**src/rtl/fifo_wr_arbiter_pkg.sv**
```systemverilog
// Shared types and helpers for the FIFO write-port round-robin arbiter.
package fifo_arb_pkg;

    typedef enum logic {
        ST_IDLE  = 1'b0,
        ST_BURST = 1'b1
    } arb_state_t;

    localparam int MAX_REQ   = 8;
    localparam int MAX_PTR_W = 3;

    // One-hot of the first set bit of req at or after ptr, wrapping modulo n (n <= MAX_REQ).
    function automatic logic [MAX_REQ-1:0] rr_pick(input logic [MAX_REQ-1:0] req,
                                                   input logic [MAX_PTR_W-1:0] ptr,
                                                   input int n);
        logic [MAX_REQ-1:0] pick;
        int                 idx;
        logic               found;
        pick  = '0;
        found = 1'b0;
        idx   = 0;
        for (int k = 0; k < MAX_REQ; k++) begin
            if (k < n) begin
                idx = int'(ptr) + k;
                if (idx >= n) idx = idx - n;
                if (!found && req[idx]) begin
                    pick[idx] = 1'b1;
                    found     = 1'b1;
                end
            end
        end
        return pick;
    endfunction

endpackage

```
**src/rtl/fifo_wr_arbiter_if.sv**
```systemverilog
// Producer-side and FIFO-write-side signals of the arbiter, plus FSM debug taps.
interface fifo_wr_arbiter_if #(
    parameter int NUM_REQ = 4,
    parameter int DATA_W  = 8
);
    import fifo_arb_pkg::*;

    localparam int PTR_W = $clog2(NUM_REQ);

    // Handshake: a beat on slice i transfers in the cycle where req_vld[i] and ack[i]
    // are both high; ack is the ready, and the producer advances only on ack.
    logic [NUM_REQ-1:0]        req;
    logic [NUM_REQ-1:0]        req_vld;
    logic [NUM_REQ*DATA_W-1:0] req_data;
    logic [NUM_REQ-1:0]        gnt;
    logic [NUM_REQ-1:0]        ack;
    logic                      almost_full;
    logic                      wr_rst_busy;
    logic                      fifo_wr_en;
    logic [DATA_W-1:0]         fifo_wr_data;
    logic                      burst_active;
    arb_state_t                state_dbg;
    logic [PTR_W-1:0]          rr_ptr_dbg;

    modport master (
        input  req, req_vld, req_data, almost_full, wr_rst_busy,
        output gnt, ack, fifo_wr_en, fifo_wr_data, burst_active, state_dbg, rr_ptr_dbg
    );

    modport slave (
        output req, req_vld, req_data, almost_full, wr_rst_busy,
        input  gnt, ack, fifo_wr_en, fifo_wr_data, burst_active, state_dbg, rr_ptr_dbg
    );

endinterface

```
**src/rtl/fifo_wr_arbiter_pick.sv**
```systemverilog
// Round-robin first-one picker: rotate req by ptr, find lowest set bit, rotate back.
module rr_priority_pick #(
    parameter int N     = 4,
    parameter int PTR_W = $clog2(N)
) (
    input  logic [N-1:0]     req,
    input  logic [PTR_W-1:0] ptr,
    output logic [N-1:0]     pick_onehot,
    output logic [PTR_W-1:0] pick_idx,
    output logic             pick_any
);

    logic [N-1:0] rot;
    int           src;
    int           first;
    int           unrot;
    logic         found;

    always_comb begin
        rot         = '0;
        src         = 0;
        first       = 0;
        unrot       = 0;
        found       = 1'b0;
        pick_onehot = '0;
        // rot[0] lines up with the requester at ptr, so lowest set bit is the winner.
        for (int i = 0; i < N; i++) begin
            src = i + int'(ptr);
            if (src >= N) src = src - N;
            rot[i] = req[src];
        end
        for (int i = 0; i < N; i++) begin
            if (rot[i] && !found) begin
                first = i;
                found = 1'b1;
            end
        end
        unrot = first + int'(ptr);
        if (unrot >= N) unrot = unrot - N;
        if (found) pick_onehot[unrot] = 1'b1;
        pick_idx = PTR_W'(unrot);
        pick_any = found;
    end

endmodule

```
**src/rtl/fifo_wr_arbiter.sv**
```systemverilog
// Round-robin burst arbiter sharing one FIFO write port among NUM_REQ producers,
// with registered write outputs and throttling on almost_full / wr_rst_busy.
module fifo_wr_arbiter
    import fifo_arb_pkg::*;
#(
    parameter int NUM_REQ   = 4,
    parameter int DATA_W    = 8,
    parameter int BURST_LEN = 16
) (
    input logic              clk,
    input logic              rst_n,
    fifo_wr_arbiter_if.master bus
);

    localparam int                PTR_W     = $clog2(NUM_REQ);
    localparam int                CNT_W     = $clog2(BURST_LEN + 1);
    localparam logic [CNT_W-1:0]  LAST_BEAT = CNT_W'(BURST_LEN - 1);
    localparam logic [PTR_W-1:0]  PTR_MAX   = PTR_W'(NUM_REQ - 1);

    arb_state_t         state_q, state_d;
    logic [NUM_REQ-1:0] gnt_q, gnt_d;
    logic [PTR_W-1:0]   gnt_idx_q, gnt_idx_d;
    logic [PTR_W-1:0]   rr_ptr_q, rr_ptr_d;
    logic [CNT_W-1:0]   beat_cnt_q, beat_cnt_d;
    logic               wr_en_q;
    logic [DATA_W-1:0]  wr_data_q;

    logic [NUM_REQ-1:0] ack;
    logic               ack_any;
    logic               stall;
    logic               req_held;
    logic [DATA_W-1:0]  sel_data;
    logic [NUM_REQ-1:0] pick_onehot;
    logic [PTR_W-1:0]   pick_idx;
    logic               pick_any;

    rr_priority_pick #(
        .N     (NUM_REQ),
        .PTR_W (PTR_W)
    ) u_pick (
        .req         (bus.req),
        .ptr         (rr_ptr_q),
        .pick_onehot (pick_onehot),
        .pick_idx    (pick_idx),
        .pick_any    (pick_any)
    );

    assign stall    = bus.almost_full | bus.wr_rst_busy;
    assign ack      = gnt_q & bus.req_vld & {NUM_REQ{~stall}};
    assign ack_any  = |ack;
    assign req_held = |(bus.req & gnt_q);

    always_comb begin
        sel_data = '0;
        for (int i = 0; i < NUM_REQ; i++) begin
            if (gnt_q[i]) sel_data = bus.req_data[i*DATA_W +: DATA_W];
        end
    end

    always_comb begin
        state_d    = state_q;
        gnt_d      = gnt_q;
        gnt_idx_d  = gnt_idx_q;
        rr_ptr_d   = rr_ptr_q;
        beat_cnt_d = beat_cnt_q;
        case (state_q)
            ST_IDLE: begin
                if (!bus.wr_rst_busy && pick_any) begin
                    state_d    = ST_BURST;
                    gnt_d      = pick_onehot;
                    gnt_idx_d  = pick_idx;
                    beat_cnt_d = '0;
                end
            end
            ST_BURST: begin
                if (ack_any) beat_cnt_d = beat_cnt_q + CNT_W'(1);
                // FIFO reset aborts without moving rr_ptr so the same producer resumes first.
                if (bus.wr_rst_busy) begin
                    state_d    = ST_IDLE;
                    gnt_d      = '0;
                    beat_cnt_d = '0;
                end else if ((ack_any && beat_cnt_q == LAST_BEAT) || !req_held) begin
                    state_d    = ST_IDLE;
                    gnt_d      = '0;
                    beat_cnt_d = '0;
                    rr_ptr_d   = (gnt_idx_q == PTR_MAX) ? '0 : gnt_idx_q + PTR_W'(1);
                end
            end
            default: begin
                state_d = ST_IDLE;
                gnt_d   = '0;
            end
        endcase
    end

    always_ff @(posedge clk or negedge rst_n) begin
        if (!rst_n) begin
            state_q    <= ST_IDLE;
            gnt_q      <= '0;
            gnt_idx_q  <= '0;
            rr_ptr_q   <= '0;
            beat_cnt_q <= '0;
        end else begin
            state_q    <= state_d;
            gnt_q      <= gnt_d;
            gnt_idx_q  <= gnt_idx_d;
            rr_ptr_q   <= rr_ptr_d;
            beat_cnt_q <= beat_cnt_d;
        end
    end

    // Write data holds its last value when no beat was accepted.
    always_ff @(posedge clk or negedge rst_n) begin
        if (!rst_n) begin
            wr_en_q   <= 1'b0;
            wr_data_q <= '0;
        end else begin
            wr_en_q <= ack_any;
            if (ack_any) wr_data_q <= sel_data;
        end
    end

    assign bus.gnt          = gnt_q;
    assign bus.ack          = ack;
    assign bus.fifo_wr_en   = wr_en_q;
    assign bus.fifo_wr_data = wr_data_q;
    assign bus.burst_active = (state_q == ST_BURST);
    assign bus.state_dbg    = state_q;
    assign bus.rr_ptr_dbg   = rr_ptr_q;

endmodule

```
**src/flat_wrapper.sv**
```systemverilog
// flat-port wrapper written by rule: the top's interface ports become plain ports
module fifo_wr_arbiter_flat import fifo_arb_pkg::*;
#(
    parameter int NUM_REQ   = 4,
    parameter int DATA_W    = 8,
    parameter int BURST_LEN = 16
)
  (clk, rst_n, bus_req, bus_req_vld, bus_req_data, bus_almost_full, bus_wr_rst_busy, bus_gnt, bus_ack, bus_fifo_wr_en, bus_fifo_wr_data, bus_burst_active, bus_state_dbg, bus_rr_ptr_dbg);
  fifo_wr_arbiter_if #(.NUM_REQ(NUM_REQ), .DATA_W(DATA_W)) bus_i ();
  input logic clk;
  input logic rst_n;
  input wire logic [$bits(bus_i.req)-1:0] bus_req;
  input wire logic [$bits(bus_i.req_vld)-1:0] bus_req_vld;
  input wire logic [$bits(bus_i.req_data)-1:0] bus_req_data;
  input wire logic [$bits(bus_i.almost_full)-1:0] bus_almost_full;
  input wire logic [$bits(bus_i.wr_rst_busy)-1:0] bus_wr_rst_busy;
  output wire logic [$bits(bus_i.gnt)-1:0] bus_gnt;
  output wire logic [$bits(bus_i.ack)-1:0] bus_ack;
  output wire logic [$bits(bus_i.fifo_wr_en)-1:0] bus_fifo_wr_en;
  output wire logic [$bits(bus_i.fifo_wr_data)-1:0] bus_fifo_wr_data;
  output wire logic [$bits(bus_i.burst_active)-1:0] bus_burst_active;
  output wire logic [$bits(bus_i.state_dbg)-1:0] bus_state_dbg;
  output wire logic [$bits(bus_i.rr_ptr_dbg)-1:0] bus_rr_ptr_dbg;
  assign bus_i.req = bus_req;
  assign bus_i.req_vld = bus_req_vld;
  assign bus_i.req_data = bus_req_data;
  assign bus_i.almost_full = bus_almost_full;
  assign bus_i.wr_rst_busy = bus_wr_rst_busy;
  assign bus_gnt = bus_i.gnt;
  assign bus_ack = bus_i.ack;
  assign bus_fifo_wr_en = bus_i.fifo_wr_en;
  assign bus_fifo_wr_data = bus_i.fifo_wr_data;
  assign bus_burst_active = bus_i.burst_active;
  assign bus_state_dbg = bus_i.state_dbg;
  assign bus_rr_ptr_dbg = bus_i.rr_ptr_dbg;
  fifo_wr_arbiter #(.NUM_REQ(NUM_REQ), .DATA_W(DATA_W), .BURST_LEN(BURST_LEN)) u_core (.clk(clk), .rst_n(rst_n), .bus(bus_i));
endmodule
```
**config.mk**
```make
export PLATFORM = sky130hd
export DESIGN_NAME = fifo_wr_arbiter_flat
export DESIGN_NICKNAME = d
export VERILOG_FILES = /design/src/rtl/fifo_wr_arbiter_pkg.sv /design/src/rtl/fifo_wr_arbiter_if.sv /design/src/rtl/fifo_wr_arbiter_pick.sv /design/src/rtl/fifo_wr_arbiter.sv /design/src/flat_wrapper.sv
export SDC_FILE = /design/constraint.sdc
export NUM_CORES = 1
export LEC_CHECK = 0
export CORE_ASPECT_RATIO = 0.8
export CORE_MARGIN = 8
export CORE_UTILIZATION = 46
export CTS_BUF_LIST = sky130_fd_sc_hd__clkbuf_16
export DETAILED_ROUTE_END_ITERATION = 6
export GPL_ROUTABILITY_DRIVEN = 0
export GPL_TIMING_DRIVEN = 1
export PLACE_DENSITY = 0.87
export SYNTH_ARGS = -nofsm -noshare
export SYNTH_HDL_FRONTEND = slang
export SYNTH_SLANG_ARGS = --single-unit
```
**constraint.sdc**
```tcl
create_clock -name clk -period 5.59 [get_ports clk]
set_input_delay 1.3975 -clock clk [delete_from_list [all_inputs] [get_ports clk]]
set_output_delay 1.3975 -clock clk [all_outputs]
set_load 0.02 [all_outputs]
```
==> impl_metrics.yaml, run 1 <==
power:
  power.total_uw: 991.0
  power_density_nw_per_um2: 434.2
  p_leak_uw: 0.0008751
  peakVddDrop_mv: 0.2556
die:
  start_util: 0.4658
  rows: 19
  die_x_um: 81.14
  chipHeight_um: 68.11
  die-area_sq_um: 5526
  core_area_sq_um: 3352
  io_pins: 65
min_path:
  hp-class: "register to register"
  whs_endpoint: "u_core.beat_cnt_q[0]"
  hold_depth: 1
  hp-start: "u_core.beat_cnt_q[0]"
critical_path:
  arrival_ps: 3010
  crit_path_cell_trace: "clkdlybuf4s50_1, or2_0, nor2_1, clkdlybuf4s50_1"
  crit_top_cell: "clkdlybuf4s50_1"
  endpoint_kind: "output pin"
  cp_slowest_stage_delay_ps: 610
  rr_worst_depth: 9
  crit_path_max_fanout: 6
  cp.required_ps: 4190
  r2r-start: "u_core.bus.rr_ptr_dbg[1]"
  crit_type: "primary input to output pin"
  reg2reg_to: "u_core.bus.gnt[3]"
  critPathSlowestCell: "clkdlybuf4s50_1"
  startpoint_type: "primary input"
  reg2reg_slack_ps: 3300
  startpoint: "bus_wr_rst_busy"
yosys:
  synth-seq-cells: 23
  synth_enable_flop_cells: 0
  synthFlopType: "dfrtp_1"
  netlist_area_sq_um: 1561
  synthCells: 180
  avgSynthCellArea_sq_um: 8.675
  yosysSeqAreaShare: 0.3686
  synth_cell_types: 46
  synth_nets: 228
  async_flop_share: 1.000
  ys_warn_count: 0
layout:
  syn2layout_area_growth_pct: 46.15
  fill_cells: 290
  final_cell_mix: "clkdlybuf4s50_1, dfrtp_1, nand2_1, nor2_1"
  final_cells: 280
  final_common_cell: "clkdlybuf4s50_1"
  finalNetCount: 287
  postLayoutCellArea_sq_um: 2282
  drive_above_1_share: 0.06303
  n_antenna_cell: 0
clock_network:
  cts_buffer_depth: 2
  cts_hold_buf: 0
  cts_resized: 0
  cts_setup_buffers: 0
  insertion_delay_ps: 250
  cts_tree: "done"
  cts_buffers: 3
  root_buffer: "clkbuf_16"
  clk_pin_slew_ps: 60
  cts_max_level: 1
  cts_sinks: 23
timing:
  fin_setup_tns_ps: 0
  fin_ws_ps: 1178
  maxSlewHeadroom: 0.3039
  rsz0062_at_grt: "false"
  max_freq_ghz: 0.2267
  min_period_ps: 4412
  clock_skew_ps: 1.851
  final_max_slew_viol_count: 0
  fin_crit_sh: 0.7893
  tightest_slew_ps: 1041
  finalSetupViolCount: 0
  hold_viol_final: 0
place:
  dp.cells: 276
  dpl.hpwl_um: 3784
  place_ws_ps: 1193
  portBuffers: 64
  placed_area_sq_um: 2202
job:
  maxCapViolations: 0
routing:
  wl_per_cell_um: 17.65
  drc: 0
  dr.pass1.iters: 4
  postRouteWirelength_um: 4941
  num_vias: 1640
  first_iter_violations: 158
  via_per_inst: 5.857
  ant_nets: 0
grt:
  antenna_found_initial: 0
  grt_use_total: 0.1837
  grt_remaining_overflow: 0
  grt_pass1_wl_um: 7886
  grt_max_degree: 24
  grt_pass1_vias: 1560
run_status:
  status: "completed"
==> worst max-delay path by stage <==
stage            endpoint  slack [ps]
2_1_floorplan  bus_ack[0]        2160
3_3_place_gp   bus_ack[0]        1210
3_5_place_dp   bus_ack[1]        1190
4_1_cts        bus_ack[1]        1190
5_1_grt        bus_ack[1]        1120
6_report       bus_ack[1]        1180
==> worst max-delay path: cells and delay by family <==
kind | cells | cell delay [ps]
and+or+nand+nor | 2 | 490
buffers and inverters | 2 | 1130
==> synth_stat cells, types with 2 or more instances <==
cell / number / area (sq um)
mux2_2: 4 / 45.04
nor2_1: 19 / 71.32
ha_1: 4 / 50.05
clkinv_1: 2 / 7.510
inv_1: 9 / 33.78
dfrtp_1: 23 / 575.6
buf_2: 6 / 30.03
nand2_1: 19 / 71.32
nand4_1: 7 / 43.79
a22oi_1: 4 / 30.03
o221ai_1: 4 / 35.03
a21oi_2: 2 / 17.52
a31oi_1: 9 / 56.30
buf_4: 2 / 15.01
a21oi_1: 3 / 15.01
nor3_1: 2 / 10.01
nand2b_1: 2 / 12.51
nand3_1: 7 / 35.03
o21ai_0: 4 / 20.02
o22ai_1: 2 / 12.51
nor2b_1: 2 / 12.51
nor3b_1: 5 / 37.54
a221o_1: 8 / 80.08
o211ai_1: 9 / 67.56
==> cell type report <==
cell class / instances / area, sq um / area share
inverters: 11 / 41.29 / 0.01809
clock inverters: 1 / 5.005 / 0.002193
multi-input cells: 136 / 892.1 / 0.3909
well taps: 42 / 52.55 / 0.02303
repair buffers: 64 / 640.6 / 0.2807
flip-flops and latches: 23 / 575.6 / 0.2522
clock buffers: 3 / 75.07 / 0.03289
==> sequential cells by signal (all words and copies together), names as in the netlist <==
signal,cells
u_core.bus.fifo_wr_data,8
u_core.beat_cnt_q,5
u_core.bus.gnt,4
u_core.bus.rr_ptr_dbg,2
u_core.gnt_idx_q,2
u_core.bus.burst_active,1
u_core.bus.fifo_wr_en,1
==> power breakdown <==
part	leakage, uW	switching (uW)	internal, uW
registers	0.000290	81.8	224
logic	0.000544	272	258
clock network	0.0000409	58.8	96.2
==> cells by family after synthesis <==
| kind of cell | share of synthesized area |
|---|---|
| AND/OR/NAND/NOR | 0.2228 |
| adder cells (fa/ha/maj) | 0.03205 |
| AO/OA/AOI/OAI | 0.2700 |
| XOR/XNOR | 0.01122 |
| flip-flops | 0.3686 |
| buffers and inverters | 0.06009 |
| multiplexers | 0.03525 |
==> layer usage <==
metal / vias to the layer above / wire length, um / global-route usage
met5: - / 0 / 0
met4: 0 / 42 / 0.03333
met3: 4 / 452 / 0.04199
met2: 76 / 2218 / 0.2917
met1: 763 / 2228 / 0.2517
li1: 797 / - / -
==> per-stage QoR <==
step	hold slack (ps)	utilization
after floorplan	476.2	-
after global placement	492.7	0.6570
after detailed placement	497.0	0.6570
after CTS	505.5	0.6809
after global routing	516.8	0.6809
final	504.6	0.6809
No activity file was read; power rests on OpenSTA's default activity.
==> inputs of run 2 (changes only) <==
--- a/config.mk
+++ b/config.mk
@@ -7,12 +7,12 @@
 export LEC_CHECK = 0
 export CORE_ASPECT_RATIO = 0.8
 export CORE_MARGIN = 8
-export CORE_UTILIZATION = 46
+export CORE_UTILIZATION = 39
 export CTS_BUF_LIST = sky130_fd_sc_hd__clkbuf_16
 export DETAILED_ROUTE_END_ITERATION = 6
 export GPL_ROUTABILITY_DRIVEN = 0
 export GPL_TIMING_DRIVEN = 1
-export PLACE_DENSITY = 0.87
+export PLACE_DENSITY = 0.79
 export SYNTH_ARGS = -nofsm -noshare
 export SYNTH_HDL_FRONTEND = slang
 export SYNTH_SLANG_ARGS = --single-unit
==> constraint.sdc (replaced) <==
create_clock -name clk -period 3.6 [get_ports clk]
set_input_delay 0.9 -clock clk [delete_from_list [all_inputs] [get_ports clk]]
set_output_delay 0.9 -clock clk [all_outputs]
set_load 0.02 [all_outputs]
==> run 2 against run 1 <==
  * Worst hold slack better by 18 ps
  * Final cell count rose by 5.4%
  * Largest cell class unchanged
  * Design area up 1.5%
  * Critical endpoint is now bus_ack[0]
  * Sequential power is 55% higher
  * Count of clock-buffer cells in the layout is the same
  * Total power rose by 56%
  * Register-to-register slack lost 1900 ps
  * Clock power rose by 61%
  * Combinational power is 55% higher
  * Die area is 14% higher
  * Global-route usage decreased by 2.0 points
==> impl_metrics.yaml, run 2 (synthesis results as in run 1) <==
die:
  chipHeight_um: 72.60
  start_util: 0.4078
  io_pins: 65
  core_area_sq_um: 3829
  die_x_um: 86.75
  die-area_sq_um: 6297
  rows: 20
clock_network:
  insertion_delay_ps: 260
  cts_hold_buf: 0
  cts_sinks: 23
  cts_max_level: 1
  cts_tree: "done"
  cts_resized: 0
  root_buffer: "clkbuf_16"
  cts_setup_buffers: 0
  clk_pin_slew_ps: 60
  cts_buffer_depth: 2
  cts_buffers: 3
routing:
  wl_per_cell_um: 16.64
  via_per_inst: 5.631
  num_vias: 1661
  first_iter_violations: 87
  postRouteWirelength_um: 4910
  drc: 0
  ant_nets: 0
  dr.pass1.iters: 4
layout:
  fill_cells: 358
  n_antenna_cell: 0
  finalNetCount: 289
  final_cell_mix: "clkdlybuf4s50_1, dfrtp_1, nand2_1, nor2_1"
  drive_above_1_share: 0.07083
  syn2layout_area_growth_pct: 48.32
  largest_reg_flops: 8
  final_common_cell: "clkdlybuf4s50_1"
min_path:
  hold_depth: 1
  whs_endpoint: "u_core.beat_cnt_q[0]"
  hp-class: "register to register"
  hp-start: "u_core.beat_cnt_q[0]"
critical_path:
  startpoint: "bus_wr_rst_busy"
  r2r-start: "u_core.bus.rr_ptr_dbg[1]"
  crit_type: "primary input to output pin"
  cp.required_ps: 2700
  arrival_ps: 2400
  rr_worst_depth: 9
  reg2reg_slack_ps: 1380
  crit_top_cell: "clkdlybuf4s50_1"
  startpoint_type: "primary input"
  crit_path_cell_trace: "clkdlybuf4s50_1, or2_0, nor2_1, clkdlybuf4s50_1"
  endpoint_kind: "output pin"
  crit_path_max_fanout: 6
  cp_slowest_stage_delay_ps: 610
  critPathSlowestCell: "clkdlybuf4s50_1"
  reg2reg_to: "u_core.bus.gnt[3]"
grt:
  grt_pass1_wl_um: 8245
  grt_pass1_vias: 1630
  grt_max_degree: 24
  grt_remaining_overflow: 0
  antenna_found_initial: 0
  grt_use_total: 0.1637
timing:
  clock_skew_ps: 7.065
  hold_viol_final: 0
  tightest_slew_ps: 605.3
  rsz0062_at_grt: "false"
  finalSetupViolCount: 0
  fin_crit_sh: 0.9159
  whs_ps: 523.0
  maxSlewHeadroom: 0.5956
  final_max_slew_viol_count: 0
  min_period_ps: 3297
  max_freq_ghz: 0.3033
  fin_setup_tns_ps: 0
power:
  power_density_nw_per_um2: 667.6
  p_switching_uw: 643.9
  peakVddDrop_mv: 0.2564
  clockPowerShare: 0.161
  p_leak_uw: 0.0008810
  p_comb_frac: 0.532
  seqPwrFrac: 0.307
  power.internal_uw: 902.1
  power_switching_share: 0.4165
place:
  dpl.hpwl_um: 3760
  portBuffers: 64
run_status:
  status: "completed"
job:
  maxCapViolations: 0
==> run 2: changes by cell type in the layout (fill, tap and decap cells not counted) <==
cell / delta
clkinv_2: -1
buf_4: +2
clkinvlp_4: +1
==> run 2: power by group through the flow <==
stage	Combinational [uW]	Clock [uW]	Sequential, uW
6_report	822	249	475
5_1_grt	913	265	491
4_1_cts	827	254	474
3_5_place_dp	822	0	478
3_3_place_gp	811	0	475
2_1_floorplan	468	0	508
==> run 2: through the flow <==
| stage | setup WS, ps | cell area (sq um) | total power, uW | utilization | std cells |
|---|---|---|---|---|---|
| after floorplan | 1161 | 1562 | 975.8 | - | 180 |
| after global placement | 306.0 | 2233 | 1285 | 0.5833 | 291 |
| after detailed placement | 278.1 | 2233 | 1300 | 0.5833 | 291 |
| after CTS | 273.6 | 2316 | 1555 | 0.6049 | 295 |
| after global routing | 200.2 | 2316 | 1670 | 0.6049 | 295 |
| final | 302.8 | 2316 | 1546 | 0.6049 | 295 |
==> run 2: worst max-delay path, delay by kind of cell <==
family,cells,cell delay (ps)
buffers and inverters,2,1040
AND/OR/NAND/NOR,2,460
==> run 2: final cells by class <==
type / count / area [sq um] / share of cell area
multi-input cells: 136 / 892.1 / 0.3852
repair buffers: 66 / 655.6 / 0.2831
flip-flops and latches: 23 / 575.6 / 0.2485
clock buffers: 3 / 75.07 / 0.03241
well taps: 55 / 68.82 / 0.02971
inverters: 11 / 41.29 / 0.01783
clock inverters: 1 / 7.507 / 0.003241
==> run 2: per-layer routing <==
metal | track usage | vias to the layer above | share of wire
met4 | 0.03810 | 0 | 0.0077
met2 | 0.2521 | 64 | 0.43
met5 | 0 | - | 0
met3 | 0.05062 | 4 | 0.085
met1 | 0.2172 | 791 | 0.48
li1 | - | 802 | -
==> run 2: worst max path at each step <==
| stage | to | slack [ps] | cells past startpoint |
|---|---|---|---|
| 2_1_floorplan | bus_ack[0] | 1160 | 3 |
| 3_3_place_gp | bus_ack[2] | 310 | 4 |
| 3_5_place_dp | bus_ack[0] | 280 | 4 |
| 4_1_cts | bus_ack[0] | 270 | 4 |
| 5_1_grt | bus_ack[0] | 200 | 4 |
| 6_report | bus_ack[0] | 300 | 4 |
